--- config.mk ---
export PLATFORM = sky130hd
export DESIGN_NAME = uart_tx_type_arbiter
export DESIGN_NICKNAME = d
export VERILOG_FILES = /design/src/rtl/uart_tx_type_arbiter.sv
export SDC_FILE = /design/constraint.sdc
export NUM_CORES = 1
export LEC_CHECK = 0
export BUFFER_PORTS_ARGS = -buffer_cell sky130_fd_sc_hd__buf_2
export CAP_MARGIN = 20
export CELL_PAD_IN_SITES_DETAIL_PLACEMENT = 1
export CELL_PAD_IN_SITES_GLOBAL_PLACEMENT = 2
export CORE_ASPECT_RATIO = 1.1
export CORE_UTILIZATION = 34
export CTS_CLUSTER_DIAMETER = 200
export DETAILED_ROUTE_END_ITERATION = 12
export PLACE_DENSITY_LB_ADDON = 0.15
export SKIP_CTS_REPAIR_TIMING = 1
export SKIP_LAST_GASP = 1
export SLEW_MARGIN = 20
export SYNTH_ARGS = -nofsm -noshare
export SYNTH_HDL_FRONTEND = slang
export SYNTH_SLANG_ARGS = --single-unit
--- constraint.sdc ---
create_clock -name i_clk -period 6.1 [get_ports i_clk]
set_clock_uncertainty 0.15 [all_clocks]
set_input_delay 1.525 -clock i_clk [delete_from_list [all_inputs] [get_ports i_clk]]
set_output_delay 1.525 -clock i_clk [all_outputs]
set_load 0.02 [all_outputs]
--- src/rtl/uart_tx_type_arbiter.sv ---
// Round-robin arbiter that frames one source's payload as HEAD, TYPE, LEN, payload, CHK
// and streams the bytes to a UART transmitter over a valid/ready handshake.
module uart_tx_type_arbiter #(
    parameter int         P_CH_NUM = 4,
    parameter logic [7:0] P_HEAD   = 8'hA5
) (
    input  logic                  i_clk,
    input  logic                  i_rst,
    input  logic [P_CH_NUM-1:0]   i_req,
    input  logic [P_CH_NUM*8-1:0] i_len,
    output logic [P_CH_NUM-1:0]   o_grant,
    input  logic [7:0]            i_src_data,
    output logic                  o_src_rd,
    output logic [7:0]            o_tx_data,
    output logic                  o_tx_valid,
    input  logic                  i_tx_ready,
    output logic                  o_busy
);
    localparam int IDX_W = (P_CH_NUM > 1) ? $clog2(P_CH_NUM) : 1;

    typedef enum logic [2:0] {S_IDLE, S_HEAD, S_TYPE, S_LEN, S_DATA, S_CHK} state_t;

    state_t              r_state, w_next;
    logic [P_CH_NUM-1:0] r_grant;
    logic [IDX_W-1:0]    r_ptr, r_idx, w_sel;
    logic [7:0]          r_len, r_chk, r_cnt, w_type, w_sel_len;
    logic                w_found, w_xfer;

    // First requester at or after the pointer, searching upward with wrap
    always_comb begin : rr_search
        int k;
        k       = 0;
        w_found = 1'b0;
        w_sel   = '0;
        for (int i = 0; i < P_CH_NUM; i++) begin
            k = (int'(r_ptr) + i) % P_CH_NUM;
            if (!w_found && i_req[IDX_W'(k)]) begin
                w_found = 1'b1;
                w_sel   = IDX_W'(k);
            end
        end
    end

    assign w_sel_len  = i_len[8*w_sel +: 8];
    assign w_type     = 8'(r_idx);
    assign o_tx_valid = (r_state != S_IDLE);
    assign o_busy     = (r_state != S_IDLE);
    assign w_xfer     = o_tx_valid & i_tx_ready;
    assign o_src_rd   = (r_state == S_DATA) & i_tx_ready;
    assign o_grant    = r_grant;

    always_ff @(posedge i_clk or posedge i_rst) begin
        if (i_rst) r_state <= S_IDLE;
        else       r_state <= w_next;
    end

    always_comb begin
        w_next    = r_state;
        o_tx_data = 8'h00;
        unique case (r_state)
            S_IDLE: if (w_found) w_next = S_HEAD;
            S_HEAD: begin
                o_tx_data = P_HEAD;
                if (w_xfer) w_next = S_TYPE;
            end
            S_TYPE: begin
                o_tx_data = w_type;
                if (w_xfer) w_next = S_LEN;
            end
            S_LEN: begin
                o_tx_data = r_len;
                if (w_xfer) w_next = (r_len != 8'd0) ? S_DATA : S_CHK;
            end
            S_DATA: begin
                o_tx_data = i_src_data;
                if (w_xfer && (r_cnt == r_len - 8'd1)) w_next = S_CHK;
            end
            S_CHK: begin
                o_tx_data = r_chk;
                if (w_xfer) w_next = S_IDLE;
            end
            default: w_next = S_IDLE;
        endcase
    end

    // Grant, latched channel/length, running checksum and payload counter
    always_ff @(posedge i_clk or posedge i_rst) begin
        if (i_rst) begin
            r_grant <= '0;
            r_ptr   <= '0;
            r_idx   <= '0;
            r_len   <= 8'd0;
            r_chk   <= 8'd0;
            r_cnt   <= 8'd0;
        end else begin
            unique case (r_state)
                S_IDLE: begin
                    if (w_found) begin
                        r_grant <= P_CH_NUM'(1) << w_sel;
                        r_idx   <= w_sel;
                        r_len   <= w_sel_len;
                        r_chk   <= 8'd0;
                        r_cnt   <= 8'd0;
                    end
                end
                S_TYPE: if (w_xfer) r_chk <= r_chk + w_type;
                S_LEN:  if (w_xfer) r_chk <= r_chk + r_len;
                S_DATA: begin
                    if (w_xfer) begin
                        r_chk <= r_chk + i_src_data;
                        r_cnt <= r_cnt + 8'd1;
                    end
                end
                S_CHK: begin
                    if (w_xfer) begin
                        r_grant <= '0;
                        r_ptr   <= (r_idx == IDX_W'(P_CH_NUM - 1)) ? '0 : r_idx + 1'b1;
                    end
                end
                default: ;
            endcase
        end
    end
endmodule

==> flow_summary_export.csv <==
group,metric,value,unit
run_status,status,"complete, no violations",
timing,setup-tns-final,0,ns
timing,fin_crit,4.20,ns
layout,layout_common_cells,"buf_2, nand2_1, dfrtp_1",
clock_network,cts_buffers,5,
critical_path,slowest_stage,"dfrtp_1",
placement,hpwl,5.65,mm
critical_path,cp_data_required_time,4.43,ns
clock_network,path_clk_slew,0.07,ns
clock_network,cts_tree,"built",
power_and_ir_drop,vdd_drop_max,0.204,mV
yosys,synth-compound-area-share,21.0,%
clock_network,cts-root-buf,"clkbuf_8",
layout,fill_cells,926,
power_and_ir_drop,pwr-share-comb,55.8,%
yosys,synth_fa_ha_area_share,5.57,%
yosys,yosysSeqAreaShare,33.6,%
yosys,yosysUniqueCellTypes,55,
clock_network,clkSinkCount,35,
power_and_ir_drop,power_frac_seq,32.8,%
yosys,synthMuxAreaShare,7.34,%
floorplan,core_area,7430,um2
clock_network,cts_buffer_depth,2,
power_and_ir_drop,internal_power,0.000739,W
yosys,syn-num-nets,353,
yosys,synth_top_family_by_area,"compound AO/OA/AOI/OAI gates",
placement,place_area,2960,um2
detailed_routing,viasPerCell,5.47,
detailed_routing,drtPass1Iterations,4,
grt,overflow,0,
layout,stdcell_area,3040,um2
clock_network,htree_levels,2,
grt,grtUsageTotal,19.4,%
power_and_ir_drop,p_per_area,476,nW/um2
placement,numPortBuffers,61,
layout,final-seq-area,876,um2
min_path,hold_depth,2,
layout,layout_commonest_cell,"buf_2",
critical_path,start_kind,"register",
placement,dp_cells,429,
grt,busiest_layer,"met2",
power_and_ir_drop,finalPower,0.00145,W
floorplan,rows,33,
grt,use_met2,34.7,%
floorplan,die_h,93.9,um
timing,worstMarginPinSlew,0.798,ns
critical_path,r2r_cells,10,
power_and_ir_drop,p_sw,0.000708,W
critical_path,worstSetupPathType,"reg2out",
grt,grt_pass1_vias,2424,
timing,setup-violations-final,0,
detailed_routing,drc,0,
detailed_routing,drt_iter0_drc,71,
detailed_routing,ant_nets,0,
timing,fmax,238,MHz
yosys,avgSynthCellArea,8.84,um2
detailed_routing,num_vias,2389,
yosys,synth_edf_count,0,
min_path,hold_class,"reg2reg",
yosys,ys_seq_elements,35,
floorplan,ios,62,
layout,diodes,0,
yosys,synthArstFlopShare,100,%
placement,place_congestion,0.786,
layout,layout-drive-gt1-share,22.6,%
timing,finalHoldViolations,0,
layout,multi_input_area,1590,um2
timing,rsz0062_at_grt,"no",
clock_network,clk_latency,0.28,ns
power_and_ir_drop,leakage,1.49,nW
yosys,synth-simple-area-share,19.8,%
timing,timing.slew.headroom,46.8,%
grt,grt_pass1_wl,12.1,mm
critical_path,path_cells,"nor3b_1 > buf_4 > a22o_1 > a21o_1 > buf_2",
floorplan,dieArea,8020,um2
yosys,synthXorXnorAreaFrac,6.72,%
floorplan,die_w,85.5,um
grt,grt_max_degree,22,
grt,grt_util_met1,24.4,%
floorplan,start_util,35.1,%
layout,instances_no_fill,437,
job,drv_cap,0,
layout,area_delta_synth_final,16.5,%
power_and_ir_drop,pwr-share-clk,11.4,%
critical_path,endpoint_kind,"output pin",
detailed_routing,wl,7.25,mm
layout,final_nets,407,
critical_path,critPathMaxStageDelay,0.86,ns
power_and_ir_drop,swShare,48.9,%
yosys,netlist_instances,295,
critical_path,cp_max_fo,21,
detailed_routing,wl_per_cell,16.6,um
critical_path,arrival,2.52,ns
timing,drv_slew,0,
timing,fin_crit_sh,68.8,%
yosys,synth_area,2610,um2
yosys,ys_warn_count,0,
grt,antenna_found_initial,0,
grt,met3_usage,2.90,%
yosys,ys.flop_type,"dfrtp_1",
-- metal layers --
layer	vias up	share of wire (%)
met3	9	1.7
met4	0	1.1
met1	1181	47
met2	29	51
met5	-	0
li1	1170	-
-- worst paths after layout --
kind,from,end,slack [ns]
worst max-delay path,r_state[2],o_tx_data[2],1.90
worst max register to register,r_state[2],r_chk[6],2.37
min in group asynchronous,i_rst,r_chk[1],1.16
max in group asynchronous,i_rst,r_state[2],3.91
worst min register to register,r_chk[2],r_chk[2],0.38
worst min-delay path,r_chk[2],r_chk[2],0.38
-- sequential cells by signal, indices dropped and copies added, names as in the netlist --
name and cells:
r_chk 8, r_cnt 8, r_len 8, o_grant 4, r_state 3, r_idx 2
r_ptr 2
-- layout make-up --
class	count	share of cell area, %
clock buffers	7	2.51
clock inverters	1	0.165
inverters	17	2.10
multi-input cells	227	52.3
flip-flops and latches	35	28.8
well taps	87	3.58
repair buffers	63	10.5
-- power by group through the flow --
stage	Combinational (W)	Clock [W]	Sequential [W]
global placement	0.000805	0	0.000476
global route	0.000908	0.000182	0.000493
CTS	0.000823	0.000172	0.000474
finish	0.000807	0.000165	0.000475
detailed placement	0.000820	0	0.000479
floorplan	0.000685	0	0.000392
-- cells by family after synthesis --
kind of cell               count (synthesis)
AOI/OAI and AO/OA                         78
xor gates and xnor gates                  20
adders and majority gates                 11
buffers and inverters                     33
DFF                                       35
muxes                                     19
and+or+nand+nor                           99
-- critical path: cells and delay by family, from the launching register on --
| kind | cells | cell delay, ns |
|---|---|---|
| AO/OA/AOI/OAI | 2 | 0.32 |
| buffers and inverters | 2 | 0.43 |
| flip-flops | 1 | 0.86 |
| AND/OR/NAND/NOR | 1 | 0.62 |
-- stage by stage --
| step | util [%] | setup WS, ns | hold WS [ns] |
|---|---|---|---|
| 2_1_floorplan | - | 2.33 | 0.319 |
| 3_5_place_dp | 39.8 | 2.17 | 0.362 |
| 5_1_grt | 40.9 | 1.73 | 0.403 |
| 6_report | 40.9 | 1.90 | 0.378 |
| 3_3_place_gp | 39.7 | 2.19 | 0.349 |
| 4_1_cts | 40.9 | 1.94 | 0.376 |
-- Yosys cell counts (8+ instances only) --
cell type / n / share of area, %
ha_1: 10 / 4.8
o221ai_1: 8 / 2.7
nand2_1: 37 / 5.3
inv_1: 16 / 2.3
xor2_1: 10 / 3.4
xnor2_1: 10 / 3.4
mux2i_1: 18 / 6.9
dfrtp_1: 35 / 34
nand3_1: 8 / 1.5
nor2_1: 16 / 2.3
o21ai_0: 13 / 2.5
a21o_1: 9 / 2.6
a21oi_1: 13 / 2.5
Note: power is estimated with default switching activity, not from simulation.
